==> config.mk <==
export PLATFORM = sky130hd
export DESIGN_NAME = note_feeder
export DESIGN_NICKNAME = d
export VERILOG_FILES = /design/src/rtl/note_feeder_pkg.sv /design/src/rtl/top_pos_enc.sv /design/src/rtl/note_feeder.sv
export SDC_FILE = /design/constraint.sdc
export NUM_CORES = 1
export LEC_CHECK = 0
export CAP_MARGIN = 20
export CORE_MARGIN = 1.5
export CORE_UTILIZATION = 45
export CTS_BUF_LIST = sky130_fd_sc_hd__clkbuf_8 sky130_fd_sc_hd__clkbuf_16
export DETAILED_ROUTE_END_ITERATION = 8
export PLACE_DENSITY = 0.7
export SLEW_MARGIN = 15
export SYNTH_ARGS = -nofsm -noshare
export SYNTH_HDL_FRONTEND = slang
export SYNTH_HIERARCHICAL = 1
export SYNTH_SLANG_ARGS = --single-unit
==> constraint.sdc <==
create_clock -name Clock -period 4.4 [get_ports Clock]
set_input_delay 0.44 -clock Clock [delete_from_list [all_inputs] [get_ports Clock]]
set_output_delay 0.44 -clock Clock [all_outputs]
set_load 0.02 [all_outputs]
==> src/rtl/note_feeder_pkg.sv <==
// Shared types and constants for the note feeder and the light-column cells.
package note_feeder_pkg;

   typedef enum logic [1:0] {
      StIdle  = 2'b00,
      StRun   = 2'b01,
      StDrain = 2'b10,
      StDone  = 2'b11
   } state_e;

   localparam logic [2:0] TopPosNone = 3'b000;
   localparam logic [2:0] TopPos0    = 3'b001;
   localparam logic [2:0] TopPos1    = 3'b010;
   localparam logic [2:0] TopPos2    = 3'b011;
   localparam logic [2:0] TopPos3    = 3'b100;
   localparam logic [2:0] TopPos4    = 3'b101;

   // x^8 + x^6 + x^5 + x^4 + 1 -> feedback from bits 7, 5, 4, 3
   localparam logic [7:0] LfsrTaps = 8'hB8;

   function automatic logic [7:0] lfsr_step(input logic [7:0] v);
      return {v[6:0], ^(v & LfsrTaps)};
   endfunction

endpackage

==> src/rtl/top_pos_enc.sv <==
// 5->3 priority encoder: highest lit cell of a column wins.
module top_pos_enc
   import note_feeder_pkg::*;
(
   input  logic [4:0] lights_i,
   output logic [2:0] top_pos_o
);

   always_comb begin
      top_pos_o = TopPosNone;
      if (lights_i[4])      top_pos_o = TopPos4;
      else if (lights_i[3]) top_pos_o = TopPos3;
      else if (lights_i[2]) top_pos_o = TopPos2;
      else if (lights_i[1]) top_pos_o = TopPos1;
      else if (lights_i[0]) top_pos_o = TopPos0;
   end

endmodule

==> src/rtl/note_feeder.sv <==
// Feeds notes into the bottom cell of one light column and sequences a song
// of fixed length: idle, run, drain until the column is empty, done.
module note_feeder
   import note_feeder_pkg::*;
#(
   parameter logic [7:0]  SEED     = 8'hA5,
   parameter int unsigned DENSITY  = 4,
   parameter int unsigned GAP_MIN  = 2,
   parameter int unsigned SONG_LEN = 16
) (
   input  logic       Clock,
   input  logic       Reset,
   input  logic       start,
   input  logic       pause,
   input  logic [4:0] lights,
   output logic       BL0,
   output logic [2:0] TOP_POS,
   output logic [7:0] notes_left,
   output logic       busy,
   output logic       done
);

   // An all-zero seed would lock the LFSR up
   localparam logic [7:0] SeedEff = (SEED == 8'h00) ? 8'h01 : SEED;
   localparam logic [3:0] GapMin  = 4'(GAP_MIN);
   localparam logic [3:0] Density = 4'(DENSITY);
   localparam logic [7:0] SongLen = 8'(SONG_LEN);

   state_e     state_q, state_d;
   logic [7:0] lfsr_q, lfsr_d;
   logic [3:0] gap_q, gap_d;
   logic [7:0] notes_q, notes_d;
   logic       bl0_q, bl0_d;
   logic       spawn;

   always_comb begin
      state_d = state_q;
      lfsr_d  = lfsr_q;
      gap_d   = gap_q;
      notes_d = notes_q;
      bl0_d   = 1'b0;
      spawn   = (gap_q >= GapMin) && ({1'b0, lfsr_q[2:0]} < Density) && (notes_q != 8'd0);

      unique case (state_q)
         StIdle, StDone: begin
            if (start) begin
               state_d = StRun;
               notes_d = SongLen;
               gap_d   = GapMin;
            end
         end
         StRun: begin
            if (!pause) begin
               lfsr_d = lfsr_step(lfsr_q);
               bl0_d  = spawn;
               if (spawn) begin
                  gap_d   = 4'd0;
                  notes_d = notes_q - 8'd1;
                  if (notes_q == 8'd1) state_d = StDrain;
               end else if (gap_q != 4'hF) begin
                  gap_d = gap_q + 4'd1;
               end
            end
         end
         StDrain: begin
            if (lights == 5'b00000) state_d = StDone;
         end
         default: ;
      endcase
   end

   always_ff @(posedge Clock or posedge Reset) begin
      if (Reset) begin
         state_q <= StIdle;
         lfsr_q  <= SeedEff;
         gap_q   <= GapMin;
         notes_q <= SongLen;
         bl0_q   <= 1'b0;
      end else begin
         state_q <= state_d;
         lfsr_q  <= lfsr_d;
         gap_q   <= gap_d;
         notes_q <= notes_d;
         bl0_q   <= bl0_d;
      end
   end

   top_pos_enc u_top_pos_enc (
      .lights_i  (lights),
      .top_pos_o (TOP_POS)
   );

   assign BL0        = bl0_q;
   assign notes_left = notes_q;
   assign busy       = (state_q == StRun) || (state_q == StDrain);
   assign done       = (state_q == StDone);

endmodule

# Word level (Yosys, flattened, before mapping)
# Cells that the tools add are included.
[word_totals] regBits=23 output_inout_bits=14
[op_classes] eq_ne=11 n_bitwise=1 reduce_logical=13 muxes=22 magnitude_cmp=2 addsub=2
[op_table] op="$mux W8" n=3
[op_table] op="$mux W4" n=4
[op_table] op="$pmux W8 S2" n=1
[op_table] op="$mux W3" n=4
[op_table] op="$mux W2" n=5
[op_table] op="$ne A2 B2 Y1 const B" n=5
[op_table] op="$eq A8 B1 Y1 const B" n=1
[op_table] op="$pmux W4 S2" n=1
[op_table] op="$reduce_and A4 Y1" n=2
[op_table] op="$reduce_bool A8 Y1" n=1
[op_table] op="$reduce_xor A8 Y1" n=1
[op_table] op="$sub A8 B1 Y8 const B" n=1
[op_table] op="$pmux W2 S3" n=1
[op_table] op="$logic_not A5 Y1" n=1
[op_table] op="$reduce_and A5 Y1" n=1
[op_table] op="$add A4 B1 Y4 const B" n=1
[op_table] op="$eq A2 B2 Y1 const B" n=2
[op_table] op="$ge A4 B2 Y1 const B" n=1
[op_table] op="$ne A4 B4 Y1 const B" n=1
[op_table] op="$lt A3 B3 Y1 const B" n=1
[op_table] op="$mux W1" n=3
[op_table] op="$ne A3 B3 Y1 const B" n=1
[op_table] op="$eq A2 B1 Y1 const B" n=1
[op_table] op="$logic_and A1 B1 Y1" n=2
[op_table] op="other kinds (6)" n=6

# Depth between registers and ports, before layout
[depth] word_depth=6 depth_mapped=8

# Modules after synthesis
# The synthesis kept the hierarchy.
[by_module_without_submodules] module="note_feeder" cells_per_inst=127 area_per_inst_um2=1295.0 n_inst=1
[by_module_without_submodules] module="top_pos_enc" cells_per_inst=6 area_per_inst_um2=38.8 n_inst=1

# Worst setup path before layout
# Ideal clock, no wire load.
[synth_timing] path_kind="reg-to-reg" from="register state_q[0]" to="register notes_q[7], in the netlist notes_left[7]" path_stages_with_launch=8 required_ps=4322 arrival_time_ps=1930 synth_period_minus_slack_ps=2007 setup_time_ps=78 slack_ps=2393 cell_sequence="dfrtp_1 -> inv_1 -> ha_1 -> nor2b_1 -> a211oi_4 -> nand3_2 -> or4_1 -> a21oi_1"
[synth_via] elab_chain_len=4 elab_cells_between_ends=10 classes_between="eq/ne (5); mux (1); reduce/logical (4)"
[synth_rtl] item="start, declared" line_no="note_feeder.sv:29" source="state_e state_q, state_d;"
[synth_rtl] item="start signal, assigned" line_no="note_feeder.sv:74" source="state_q <= StIdle;"
[synth_rtl] item="start signal, assigned" line_no="note_feeder.sv:80" source="state_q <= state_d;"
[synth_rtl] item="$eq A2 B2 Y1 or $logic_not A2 Y1 (tied branches)" line_no="note_feeder.sv:44" source="unique case (state_q)"
[synth_rtl] item="$reduce_or A2 Y1" line_no="note_feeder.sv:44"
[synth_rtl] item="$ne A2 B2 Y1 (no source line) or $reduce_bool A2 Y1 (tied branches)"
[synth_rtl] item="$reduce_and A4 Y1 (no source line)"
[synth_rtl] item="end signal, assigned" line_no="note_feeder.sv:77" source="notes_q <= SongLen;"
[synth_rtl] item="end signal, assigned" line_no="note_feeder.sv:83" source="notes_q <= notes_d;"
[synth_rtl] item="end, declared" line_no="note_feeder.sv:32" source="logic [7:0] notes_q, notes_d;"
# Parallel ways exist; a longest one is shown, timed or not.
# A chain may end at the register's enable or synchronous reset.

# Final worst setup path
# Same ends and word-level chain as after synthesis.

==> impl_metrics.py <==
metrics = {
    "finish": {
        "n_antenna_cell": 0,
        "drive_above_1_share": 0.1218,
        "nNetsFinal": 174,
        "fin_cells": 187,
        "area_delta_synth_final_pct": 21.95,
        "utilization": 0.5848,
    },
    "cts": {
        "clk_path_buf_depth": 2,
        "tritoncts": "done",
        "clock_latency_ps": 260,
        "clock_sinks": 23,
        "path_clk_slew_ps": 80,
        "ctsResizeCount": 0,
        "cts_root_buffer": "clkbuf_8",
        "hold_buffers": 0,
        "cts_setup_buffers": 0,
        "h-tree-depth": 1,
        "numCtsBuffers": 3,
    },
    "sta": {
        "fin_skew_ps": 3.234,
        "slew_violations": 0,
        "max-slew-margin-rel": 0.4262,
        "setup_tns_ps": 0,
        "hold_viol_final": 0,
        "worst_slack_ps": 1970,
        "tightest_slew_ps": 859.7,
        "finalSetupViolCount": 0,
        "rsz0062_at_grt": "false",
        "finalCritPeriodShare": 0.5524,
        "max_freq_mhz": 411.4,
        "layout_min_cycle_time_ps": 2430,
    },
    "detailed_routing": {
        "postRouteAntennaNets": 0,
        "first_pass_iters": 4,
        "drt_iter0_markers": 13,
        "vias_per_cell": 5.674,
        "routed_wl_um": 2579,
        "wl_per_cell_um": 13.79,
        "drc_errors": 0,
        "vias": 1061,
    },
    "logic_synthesis": {
        "syn_area_mm2": 0.001334,
        "synthMuxAreaShare": 0.07411,
        "yosysWarnings": 6,
        "synth_cells": 133,
        "avgSynthCellArea_um2": 10.03,
        "synth_area_leader_cell": "dfrtp_1",
        "synth_most_common_cell": "dfrtp_1",
        "ys_ff_latch": 23,
        "synth_area_leaders": "dfrtp_1, dfstp_2, ha_1",
        "synth_edf_count": 0,
        "synth_cell_type_count": 37,
        "ys_dominant_reg_cell": "dfrtp_1",
        "synth_nets": 150,
        "yosys.area_share.simple": 0.2280,
        "synthArstFlopShare": 1.000,
        "seq_area_frac_synth": 0.4371,
        "synth_xor_area_frac": 0.03940,
        "synth_top_family_by_area": "simple AND/OR/NAND/NOR gates",
        "synth_compound_area_frac": 0.1154,
        "synth_common_cells": "dfrtp_1, o21ai_0",
        "synthAdderAreaFrac": 0.07505,
        "synth_top_area_frac": 0.3189,
    },
    "run": {
        "cap_violations": 0,
    },
    "grt": {
        "grt_overflow": 0,
        "track_usage": 0.1776,
        "grt_pass1_wl_um": 4650,
        "antenna_found_initial": 0,
        "grt_pass1_vias": 1045,
        "grt_max_degree": 24,
    },
    "setup_path": {
        "cp.arrival_ps": 2610,
        "timing_worst_setup_path_type": "flop to flop",
        "rr_worst_depth": 7,
        "path_buf_inv": 1,
        "endpoint_kind": "flop",
        "critPathMaxStageDelay_ps": 470,
        "crit_chain": "inv_1 > ha_1 > nor2b_1 > a211oi_4 > nand3_2 > or4_1 > a21oi_1",
        "crit_path_top_delay_cell": "or4_1",
        "rrSetupSlack_ps": 1970,
        "start_kind": "flop",
        "worst_r2r_endpoint": "notes_left[7]",
        "crit_family": "simple AND/OR/NAND/NOR gates",
        "cp.required_ps": 4580,
        "cp.depth": 7,
        "timing.rr.start": "state_q[0]",
        "critPathMaxFanout": 16,
    },
    "die": {
        "io_pins": 23,
        "die_area_mm2": 0.003299,
        "core_mm2": 0.002781,
        "die_w_um": 57.44,
        "initial_core_util": 0.4795,
        "fp-row-count": 19,
        "die_h_um": 57.44,
    },
    "min_path": {
        "min_to": "lfsr_q[0]",
        "hold_class": "flop to flop",
        "min-delay-start": "lfsr_q[0]",
        "hold_depth": 2,
    },
    "pwr": {
        "leakagePower_nw": 0.7128,
        "vdd_drop_max_mv": 0.4195,
        "power-per-cell-area_mw_per_mm2": 655.6,
        "p_total_mw": 1.066,
    },
    "placed_design": {
        "place_ws_ps": 2038,
        "numPlacedInstances": 183,
        "portBuffers": 22,
        "gp_congestion": 0.7552,
        "dp_hpwl_um": 1912,
    },
    "outcome": {
        "run_status": "finished, final reports clean",
    },
}
[cell families (layout without fill, tap and decap cells)]
family                   after synthesis  count (layout)
buffers and inverters                 11              34
adder cells (fa/ha/maj)                8               8
flip-flops                            23              23
AND/OR/NAND/NOR                       53              53
multiplexers                           9               9
AO/OA/AOI/OAI                         23              23
XOR/XNOR                               6               6
[area by class of cell]
cell class / instances / area [um^2]
Fill cell: 255 / 1155
Clock inverter: 1 / 3.754
Multi-Input combinational cell: 99 / 709.4
Inverter: 8 / 30.03
Sequential cell: 23 / 583.1
Timing Repair Buffer: 22 / 220.2
Clock buffer: 3 / 41.29
Tap cell: 31 / 38.79
[cells in the final DEF (no fill, tap or decap), types with 2 or more instances in the layout]
master           netlist  final
clkdlybuf4s50_1        0     22
dfrtp_1               17     17
o21ai_0               11     11
inv_1                  8      9
nor2_1                 8      8
nand2_1                8      8
ha_1                   8      8
nand3_1                6      6
dfstp_2                6      6
nand2b_1               5      5
xnor2_1                5      5
mux2_2                 5      5
or3_1                  4      4
or4_1                  3      3
o31ai_1                3      3
a21oi_1                3      3
and2_1                 3      3
clkbuf_8               0      3
nor4_1                 2      2
nand4b_1               2      2
nor3_1                 2      2
and3_1                 2      2
mux2_1                 2      2
a211o_1                2      2
mux2i_1                2      2
[registers in the layout, summed over array words and instances, names as in the netlist]
signal,flops
notes_left,8
gap_q,4
lfsr_q,8
BL0,1
state_q,2
[metal layers]
layer  up-vias  track usage  share of wire
met5         -            0              0
met4         0      0.05648         0.0081
met3         4      0.03855          0.066
met2        38       0.2727           0.46
met1       503       0.2507           0.47
li1        516            -              -
[through the flow]
| stage | hold slack [ps] | area, um^2 |
|---|---|---|
| 6_report | 477.9 | 1627 |
| 5_1_grt | 517.5 | 1627 |
| 4_1_cts | 480.7 | 1627 |
| 3_5_place_dp | 469.4 | 1582 |
| 3_3_place_gp | 462.7 | 1582 |
| 2_1_floorplan | 437.5 | 1334 |
[power breakdown]
group	switching, mW	internal, mW
registers	0.0559	0.270
clock network	0.0625	0.0621
logic	0.359	0.257
[how the worst max path moves through the flow]
stage                          start             to  slack [ps]
after floorplan           state_q[0]  notes_left[7]        2390
after global placement     lights[3]     TOP_POS[1]        2100
after detailed placement  state_q[0]  notes_left[7]        2040
after CTS                 state_q[1]  notes_left[7]        1990
after global routing      state_q[1]  notes_left[7]        1720
final                     state_q[0]  notes_left[7]        1970
[worst register-to-register path, cell delays in order (launching register included)]
cell	delay, ps
dfrtp_1	410
inv_1	80
ha_1	350
nor2b_1	210
a211oi_4	370
nand3_2	320
or4_1	470
a21oi_1	160
(Power assumes the default switching activity.)
